$ cat src/rtl/render_pkg.sv
// Shared types and constants for the per-pixel layer scheduler.
// Screen modes, layer indices, per-mode enable masks.
package render_pkg;

  typedef enum logic [1:0] {
    RS_TITLE,
    RS_PLAY,
    RS_WIN,
    RS_LOSE
  } rs_mode_t;

  localparam int LYR_BULLET = 0;
  localparam int LYR_PLAYER = 1;
  localparam int LYR_ENEMY  = 2;
  localparam int LYR_TEXT   = 3;

  // bit3..0 = text, enemy, player, bullet
  localparam logic [3:0] MASK_TITLE = 4'b1000;
  localparam logic [3:0] MASK_PLAY  = 4'b0111;
  localparam logic [3:0] MASK_WIN   = 4'b1110;
  localparam logic [3:0] MASK_LOSE  = 4'b1100;

  localparam logic [23:0] BG_COLOR_DEF = 24'h202020;

  function automatic logic [3:0] mode_mask(input rs_mode_t m);
    logic [3:0] r;
    r = MASK_TITLE;
    unique case (m)
      RS_TITLE: r = MASK_TITLE;
      RS_PLAY:  r = MASK_PLAY;
      RS_WIN:   r = MASK_WIN;
      RS_LOSE:  r = MASK_LOSE;
      default:  r = MASK_TITLE;
    endcase
    return r;
  endfunction

endpackage

$ cat src/rtl/priority_select.sv
// Lowest-index-first picker: isolates the lowest set request bit.
// Purely combinational; found is high when any request is set.
module priority_select #(
  parameter int N = 4
) (
  input  logic [N-1:0] req,
  output logic [N-1:0] onehot,
  output logic         found
);

  assign onehot = req & (~req + N'(1));
  assign found  = |req;

endmodule

$ cat src/rtl/render_scheduler.sv
// Per-pixel layer scheduler: screen-mode FSM, event latches,
// frame counter and a 2-stage registered colour pipeline.
module render_scheduler
  import render_pkg::*;
#(
  parameter int          N_LAYERS   = 4,
  parameter logic [23:0] BG_COLOR   = BG_COLOR_DEF,
  parameter int          H_ACTIVE   = 640,
  parameter int          V_ACTIVE   = 480,
  parameter int          BLINK_LOG2 = 5
) (
  input  logic                    Clk,
  input  logic                    Reset,
  input  logic [9:0]              DrawX,
  input  logic [9:0]              DrawY,
  input  logic [N_LAYERS-1:0]     layer_req,
  input  logic [24*N_LAYERS-1:0]  layer_rgb,
  input  logic                    start_btn,
  input  logic                    player_dead,
  input  logic                    wave_clear,
  output rs_mode_t                mode,
  output logic [BLINK_LOG2-1:0]   frame_cnt,
  output logic [7:0]              Red,
  output logic [7:0]              Green,
  output logic [7:0]              Blue
);

  logic at00, at00_q, frame_start;
  rs_mode_t mode_q, mode_nxt;
  logic [BLINK_LOG2-1:0] cnt_q, cnt_nxt;
  logic pend_start_q, pend_dead_q, pend_clear_q;
  logic pend_start_nxt, pend_dead_nxt, pend_clear_nxt;
  logic in_play;
  logic [3:0] m4;
  logic [N_LAYERS-1:0] mask, eff, pick;
  logic found;
  logic [23:0] sel_rgb, s1_rgb_d, s1_rgb_q, rgb_q;
  logic blank, s1_blank_q;

  assign at00 = (DrawX == '0) && (DrawY == '0);
  assign frame_start = at00 & ~at00_q;

  always_comb begin
    mode_nxt = mode_q;
    if (frame_start) begin
      unique case (mode_q)
        RS_TITLE: if (pend_start_q) mode_nxt = RS_PLAY;
        RS_PLAY: begin
          if (pend_dead_q)       mode_nxt = RS_LOSE;
          else if (pend_clear_q) mode_nxt = RS_WIN;
        end
        RS_WIN, RS_LOSE: if (pend_start_q) mode_nxt = RS_TITLE;
        default: mode_nxt = RS_TITLE;
      endcase
    end
  end

  always_comb begin
    cnt_nxt = cnt_q;
    if (frame_start)
      cnt_nxt = (mode_nxt != mode_q) ? '0 : cnt_q + 1'b1;
  end

  // Legality is judged against the mode in force after this edge,
  // so a frame-start event lands in the new mode's pending set.
  always_comb begin
    in_play = (mode_nxt == RS_PLAY);
    pend_start_nxt = (pend_start_q & ~frame_start) | (start_btn & ~in_play);
    pend_dead_nxt  = (pend_dead_q  & ~frame_start) | (player_dead & in_play);
    pend_clear_nxt = (pend_clear_q & ~frame_start) | (wave_clear & in_play);
  end

  // Mask follows the mode being entered so pixel (0,0) sees it.
  always_comb begin
    m4 = mode_mask(mode_nxt);
    if (mode_nxt == RS_TITLE && cnt_nxt[BLINK_LOG2-1])
      m4[LYR_TEXT] = 1'b0;
    mask = N_LAYERS'(m4);
    eff  = layer_req & mask;
  end

  priority_select #(
    .N(N_LAYERS)
  ) u_sel (
    .req   (eff),
    .onehot(pick),
    .found (found)
  );

  always_comb begin
    sel_rgb = '0;
    for (int i = 0; i < N_LAYERS; i++)
      if (pick[i]) sel_rgb = sel_rgb | layer_rgb[24*i +: 24];
    s1_rgb_d = found ? sel_rgb : BG_COLOR;
    blank = (DrawX >= 10'(H_ACTIVE)) || (DrawY >= 10'(V_ACTIVE));
  end

  always_ff @(posedge Clk or posedge Reset) begin
    if (Reset) begin
      at00_q       <= 1'b0;
      mode_q       <= RS_TITLE;
      cnt_q        <= '0;
      pend_start_q <= 1'b0;
      pend_dead_q  <= 1'b0;
      pend_clear_q <= 1'b0;
      s1_rgb_q     <= '0;
      s1_blank_q   <= 1'b0;
      rgb_q        <= '0;
    end else begin
      at00_q       <= at00;
      mode_q       <= mode_nxt;
      cnt_q        <= cnt_nxt;
      pend_start_q <= pend_start_nxt;
      pend_dead_q  <= pend_dead_nxt;
      pend_clear_q <= pend_clear_nxt;
      s1_rgb_q     <= s1_rgb_d;
      s1_blank_q   <= blank;
      rgb_q        <= s1_blank_q ? 24'h0 : s1_rgb_q;
    end
  end

  assign mode      = mode_q;
  assign frame_cnt = cnt_q;
  assign Red       = rgb_q[23:16];
  assign Green     = rgb_q[15:8];
  assign Blue      = rgb_q[7:0];

endmodule

$ cat config.mk
export PLATFORM = sky130hd
export DESIGN_NAME = render_scheduler
export DESIGN_NICKNAME = d
export VERILOG_FILES = /design/src/rtl/render_pkg.sv /design/src/rtl/priority_select.sv /design/src/rtl/render_scheduler.sv
export SDC_FILE = /design/constraint.sdc
export NUM_CORES = 1
export LEC_CHECK = 0
export CAP_MARGIN = 0
export CORE_ASPECT_RATIO = 1.75
export CORE_UTILIZATION = 35
export CTS_BUF_LIST = sky130_fd_sc_hd__clkbuf_2 sky130_fd_sc_hd__clkbuf_4 sky130_fd_sc_hd__clkbuf_8
export CTS_CLUSTER_DIAMETER = 100
export DETAILED_ROUTE_END_ITERATION = 16
export HOLD_SLACK_MARGIN = 0.06
export PLACE_DENSITY = 0.75
export SYNTH_ARGS = -nofsm -noshare
export SYNTH_HDL_FRONTEND = slang
export SYNTH_SLANG_ARGS = --single-unit
$ cat constraint.sdc
create_clock -name Clk -period 3.85 [get_ports Clk]
set_clock_uncertainty 0.1 [all_clocks]
set_input_delay 1.155 -clock Clk [delete_from_list [all_inputs] [get_ports Clk]]
set_output_delay 1.155 -clock Clk [all_outputs]
set_load 0.005 [all_outputs]
Word level (Yosys, flattened, before mapping)
Index checks and enable logic that the tools add are counted.

Register bits: 60. Latch bits: 0. Memory bits (writable): 0. Memory bits (read-only): 0. Input port bits: 125. Output and inout port bits: 31. Logic and storage cells: 65. Memories kept: 0.

Add/subtract/negate cells: 2. $mul: 0. Div/mod/pow operators: 0. $lt $le $gt $ge: 2. Equality and inequality tests: 7. Shift-type cells: 0. Multiplexer cells: 16. Bitwise gates (word level): 19. Reductions and logical operators: 9.

Operators with widths (count): 24-bit two-way mux (6); 24-bit bitwise OR (3); 10-bit logical NOT (2); 4-bit case mux with 4 select lines (1); 10-bit greater-or-equal comparator, second input constant (1); 10-bit by 9-bit greater-or-equal comparator with 1-bit output, second input constant (1); 2-bit two-way mux (5); 5-bit two-way mux (2); 4-bit AND (2); 2-bit == test, second input constant (4); 1-bit AND (7); 2-bit case mux with 3 select lines (1); 5-bit by 1-bit adder with 5-bit output, second input constant (1); 4-bit by 1-bit adder with 4-bit output, second input constant (1); 2-bit by 1-bit == test with 1-bit output, second input constant (2); 2-bit logical NOT (2); 4-bit inverter (1); 4-bit OR reduction (1); 1-bit inverter (3); 1-bit bitwise OR (3); 1-bit logical AND (2); 2-bit != test (1); 2-bit OR reduction (1); 1-bit logical OR (1); 1-bit two-way mux (1).

Longest topological paths before layout
Depth after elaboration: 21. Mapped depth: 13. Depth with buffers taken out: 12.

Cells and area by module
Synthesis repeated with hierarchy kept, for this count alone.

Cell total of the unflattened synthesis: 241. Area total of the unflattened synthesis: 2798.9 sq um.

Modules (own cells, without submodules): render_scheduler (times used 1, cells each 236, area an instance 2758.9 sq um, seq. area each 1501.4 sq um); priority_select (times used 1, cells each 5, area an instance 40.0 sq um, seq. area each 0.0 sq um).

Worst setup path after synthesis
Ideal clock, no wire load.

Path type: input-to-reg. Start point: input DrawX[9]. End point: register s1_rgb_q[0]. Setup time: 0.130 ns. Data arrival time: 3.751 ns. Data required time: 3.620 ns. Slack: -0.132 ns. Stages on the path: 11. Path buffers: 2. Cells stage by stage: or4_4 nor3_2 a21oi_1 o31ai_1 ha_1 and2_1 clkbuf_1 nor2_1 clkbuf_1 a222oi_1 a21oi_2.

Word-level cells in the longest chain between the ends: 18. Elaborated cells on any way between the ends: 27. Those cells by class: add/sub (1); eq/ne (4); mux (10); bitwise (7); reduce/logical (5).

Ends and longest elaborated chain: start: declaration (line render_scheduler.sv:14) `input logic [9:0] DrawX,`; 10-bit logical NOT (*) (line render_scheduler.sv:40) `assign at00 = (DrawX == '0) && (DrawY == '0);`; 1-bit logical AND (*) (line render_scheduler.sv:40); 1-bit AND (*) (line render_scheduler.sv:41) `assign frame_start = at00 & ~at00_q;`; 2-bit two-way mux (*) (line render_scheduler.sv:45) `if (frame_start) begin`; named net mode_nxt[0] (line render_scheduler.sv:29) `rs_mode_t mode_q, mode_nxt;`; 2-bit == test, or another cell as far along (line render_pkg.sv:28) `unique case (m)`; 4-bit case mux with 4 select lines (line render_pkg.sv:28); 4-bit AND (*) (line render_scheduler.sv:79) `eff = layer_req & mask;`; [4 not listed]; 24-bit bitwise OR (line render_scheduler.sv:93) `if (pick[i]) sel_rgb = sel_rgb | layer_rgb[24*i +: 24];`; 24-bit two-way mux (line render_scheduler.sv:93); 24-bit bitwise OR (line render_scheduler.sv:93); 24-bit two-way mux (line render_scheduler.sv:93); 24-bit bitwise OR (line render_scheduler.sv:93); 24-bit two-way mux (line render_scheduler.sv:93); 24-bit two-way mux (*) (line render_scheduler.sv:94) `s1_rgb_d = found ? sel_rgb : BG_COLOR;`; named net s1_rgb_d[0] (line render_scheduler.sv:37) `logic [23:0] sel_rgb, s1_rgb_d, s1_rgb_q, rgb_q;`; end signal: assignment (line render_scheduler.sv:116) `s1_rgb_q <= s1_rgb_d;`; end: declaration (line render_scheduler.sv:37).

Mark *: on every way through the listed nets, which the timed path passes. The rest lies on a longest branch. A chain may end at the register's enable or synchronous reset.

Worst setup path in the final report
Start point: input DrawY[7]. End point: register s1_rgb_q[21].

Word-level cells in the longest chain between the ends: 18. Elaborated cells on any way between the ends: 27. Those cells by class: add/sub (1); eq/ne (4); mux (10); bitwise (7); reduce/logical (5).

Ends and longest elaborated chain: start: declaration (line render_scheduler.sv:15) `input logic [9:0] DrawY,`; 10-bit logical NOT (*) (line render_scheduler.sv:40); 1-bit logical AND (*) (line render_scheduler.sv:40); 1-bit AND (*) (line render_scheduler.sv:41); 2-bit two-way mux (*) (line render_scheduler.sv:45); named net mode_nxt[0] (line render_scheduler.sv:29); 2-bit == test, or another cell as far along (line render_pkg.sv:28); 4-bit case mux with 4 select lines (line render_pkg.sv:28); 4-bit AND (*) (line render_scheduler.sv:79); [4 not listed]; 24-bit bitwise OR (line render_scheduler.sv:93); 24-bit two-way mux (line render_scheduler.sv:93); 24-bit bitwise OR (line render_scheduler.sv:93); 24-bit two-way mux (line render_scheduler.sv:93); 24-bit bitwise OR (line render_scheduler.sv:93); 24-bit two-way mux (line render_scheduler.sv:93); 24-bit two-way mux (*) (line render_scheduler.sv:94); named net s1_rgb_d[21] (line render_scheduler.sv:37).

Marks and branches as above.

==> impl_metrics.ini <==
[global_route]
grt_pass1_wl_um = 13500
grt_start_max_net_pins = 37
grt_overflow_total = 0
grtUsageTotal = 0.231
antenna_found_initial = 0
first_global_vias = 2813

[synth]
synthDistinctLibCells = 33
async_reset_ff_frac = 1.00
synth_top_area_cell = dfrtp_1
synth_largest_type_area_fraction = 0.558
synth_xor_area_frac = 0
synthAdderAreaFrac = 0.0140
synth_warnings = 0
yosys.area_share.simple = 0.176
synthCells = 236
ys.flop_type = dfrtp_1
synth-edff-count = 0
syn_avg_cell_area_um2 = 11.4
syn-cell-area_um2 = 2690
synth_top_family_by_area = compound AO/OA/AOI/OAI gates
ys_seq_area_frac = 0.558
synth_seq_cells = 60
synthMuxAreaShare = 0.00791
synth_compound_area_frac = 0.213
synth_nets = 364
synthTopCellsByArea = dfrtp_1 56%, a222oi_1 8.9%, a21oi_2 6.5%

[timing]
min_period_ns = 3.71
setup_violations = 0
tightestPinTransition_ns = 0.815
hold_viol_final = 0
relSlewSlack = 0.457
drv_slew = 0
max_freq_ghz = 0.270
final.period_utilization = 0.963

[clocking]
cts_sinks = 60
postCtsHoldBufs = 0
clock-root-buffer = clkbuf_8
cts_tree = done
numCtsBuffers = 9
cts.htree.levels = 3
cts.reportedPaths.clkPinSlew_ns = 0.06
clockBufferDepth = 2
clk_latency_ns = 0.34

[setup_path]
end_kind = register
cp_max_fo = 5
r2r-end = s1_rgb_q[21]
path_cells = clkdlybuf4s50_1, nor4_2, nand4_1, or3_4, o21ai_4, o31ai_4, ha_4, nand2b_4, nor2_4, a222oi_1, buf_4, nand2b_1, a2bb2oi_1
r2r-start = mode[0]
critical_path.slowest_cell = clkdlybuf4s50_1
slowest_delay_ns = 0.44
ff2ff_setup_slack_ns = 1.33
path_class = in2reg
r2r_cells = 11
crit_required_ns = 3.97
cp-start-kind = input pin
crit_arrival_ns = 3.83

[floorplanning]
die_h_um = 118
initial_core_util = 0.358
io_pins = 156
core_area_um2 = 7510
row_count = 42
die_w_um = 68.3
dieArea_um2 = 8050

[drt]
vias = 2678
antenna_left = 0
wl_per_cell_um = 17.0
wirelength_um = 8610
drc = 0
vias_per_cell = 5.29
first_pass_iters = 8
drtIter0Drc = 181

[placement]
io_buffers = 155
dp_cells = 486
place.detailed.hpwl_um = 6590
gp_congestion = 0.917

[worst_hold_path]
hp-start = s1_rgb_q[13]
hold_path_class = reg2reg
hold_path_depth = 1
min_to = rgb_q[13]

[pwr]
p_leak_uw = 0.00211
irDropWorstVdd_uv = 232
finalPower_uw = 1530
cellPowerDensity_nw_per_um2 = 312

[cells_and_area]
layout_commonest_cell = clkdlybuf4s50_1
layout-drive-gt1-share = 0.203
final-instance-count-excl-fill = 506
multi_input_area_um2 = 1240
synthToLayoutAreaGrowth_pct = 82.0
diodes = 0
seq_area_um2 = 1500
fillCellCount = 614
nets = 541
final_cell_mix = 138 x clkdlybuf4s50_1, 60 x dfrtp_1, 26 x nor2b_1, 26 x nand2_1, 24 x a222oi_1

[run_status]
status = completed

[flow_run]
maxCapViolations = 0
critical path, delay by kind of cell:
family | cells | cell delay (ns)
AOI/OAI and AO/OA | 4 | 0.71
adders and majority gates | 1 | 0.27
buffers and inverters | 2 | 0.62
and+or+nand+nor | 6 | 1.08
report_power, final:
group | total (µW) | switching (µW) | internal, µW
combinational | 290 | 98.5 | 192
clock | 555 | 249 | 305
sequential | 683 | 14.0 | 669
worst max path at each step:
stage / slack (ns) / end / start
after CTS: 0.002 / s1_rgb_q[1] / DrawX[9]
after global routing: -0.01 / s1_rgb_q[13] / DrawX[6]
after floorplan: 0.04 / s1_rgb_q[0] / DrawX[9]
final: 0.14 / s1_rgb_q[21] / DrawY[7]
after detailed placement: -0.53 / s1_rgb_q[13] / DrawX[9]
after global placement: -0.38 / s1_rgb_q[1] / DrawX[9]
per-layer routing:
| metal | vias up | share of wire | routed length (µm) | global-route usage |
|---|---|---|---|---|
| li1 | 1235 | - | - | - |
| met1 | 1298 | 0.34 | 2920 | 0.233 |
| met2 | 124 | 0.56 | 4790 | 0.404 |
| met3 | 21 | 0.064 | 550 | 0.0640 |
| met4 | 0 | 0.040 | 347 | 0.126 |
| met5 | - | 0 | 0 | 0 |
Yosys cell counts, types with 4 or more instances:
library cell  number
dfrtp_1           60
nand2_1           28
nor2b_1           26
a222oi_1          24
a21oi_2           20
clkbuf_1          11
o21ai_0            7
nand2b_1           5
nand3_1            5
nor2_1             5
and2_1             4
inv_1              4
nand4_1            4
nor4_1             4
area by class of cell:
cell class                 count  area share
multi-input combinational    158       0.253
clock buffer                  10      0.0268
clock inverter                 6      0.0133
sequential                    60       0.307
timing repair buffer         180       0.374
tap                           88      0.0225
inverter                       4     0.00307
sequential cells by signal, indices dropped and copies added, names as in the netlist:
name          count
s1_rgb_q         24
rgb_q            24
frame_cnt         5
pend_clear_q      1
pend_start_q      1
at00_q            1
mode              2
pend_dead_q       1
s1_blank_q        1
cells by family after synthesis:
logic type               count (synthesis)
adder cells (fa/ha/maj)                  3
buffers and inverters                   18
flip-flops                              60
multiplexers                             2
AO/OA/AOI/OAI                           65
AND/OR/NAND/NOR                         88
per-stage QoR:
| stage | utilization | cell area [µm²] | setup slack (ns) | hold WS [ns] | setup TNS [ns] |
|---|---|---|---|---|---|
| 6_report | 0.651 | 4890 | 0.142 | 0.363 | 0 |
| 4_1_cts | 0.635 | 4770 | 0.00175 | 0.367 | 0 |
| 3_5_place_dp | 0.602 | 4520 | -0.531 | 0.352 | -10.60 |
| 3_3_place_gp | 0.602 | 4520 | -0.380 | 0.343 | -8.22 |
| 2_1_floorplan | - | 2720 | 0.0352 | 0.339 | 0 |
| 5_1_grt | 0.651 | 4890 | -0.0128 | 0.381 | -0.0128 |
timing repair:
action / 4_1_cts / 5_1_grt
setup buffers: 2 / 2
pin swaps: 10 / 15
hold endpoints to repair: 0 / 0
cloned: 0 / 0
gates resized for setup: 9 / 29
setup endpoints to repair: 24 / 24
Power figures use the tool's default switching activity.
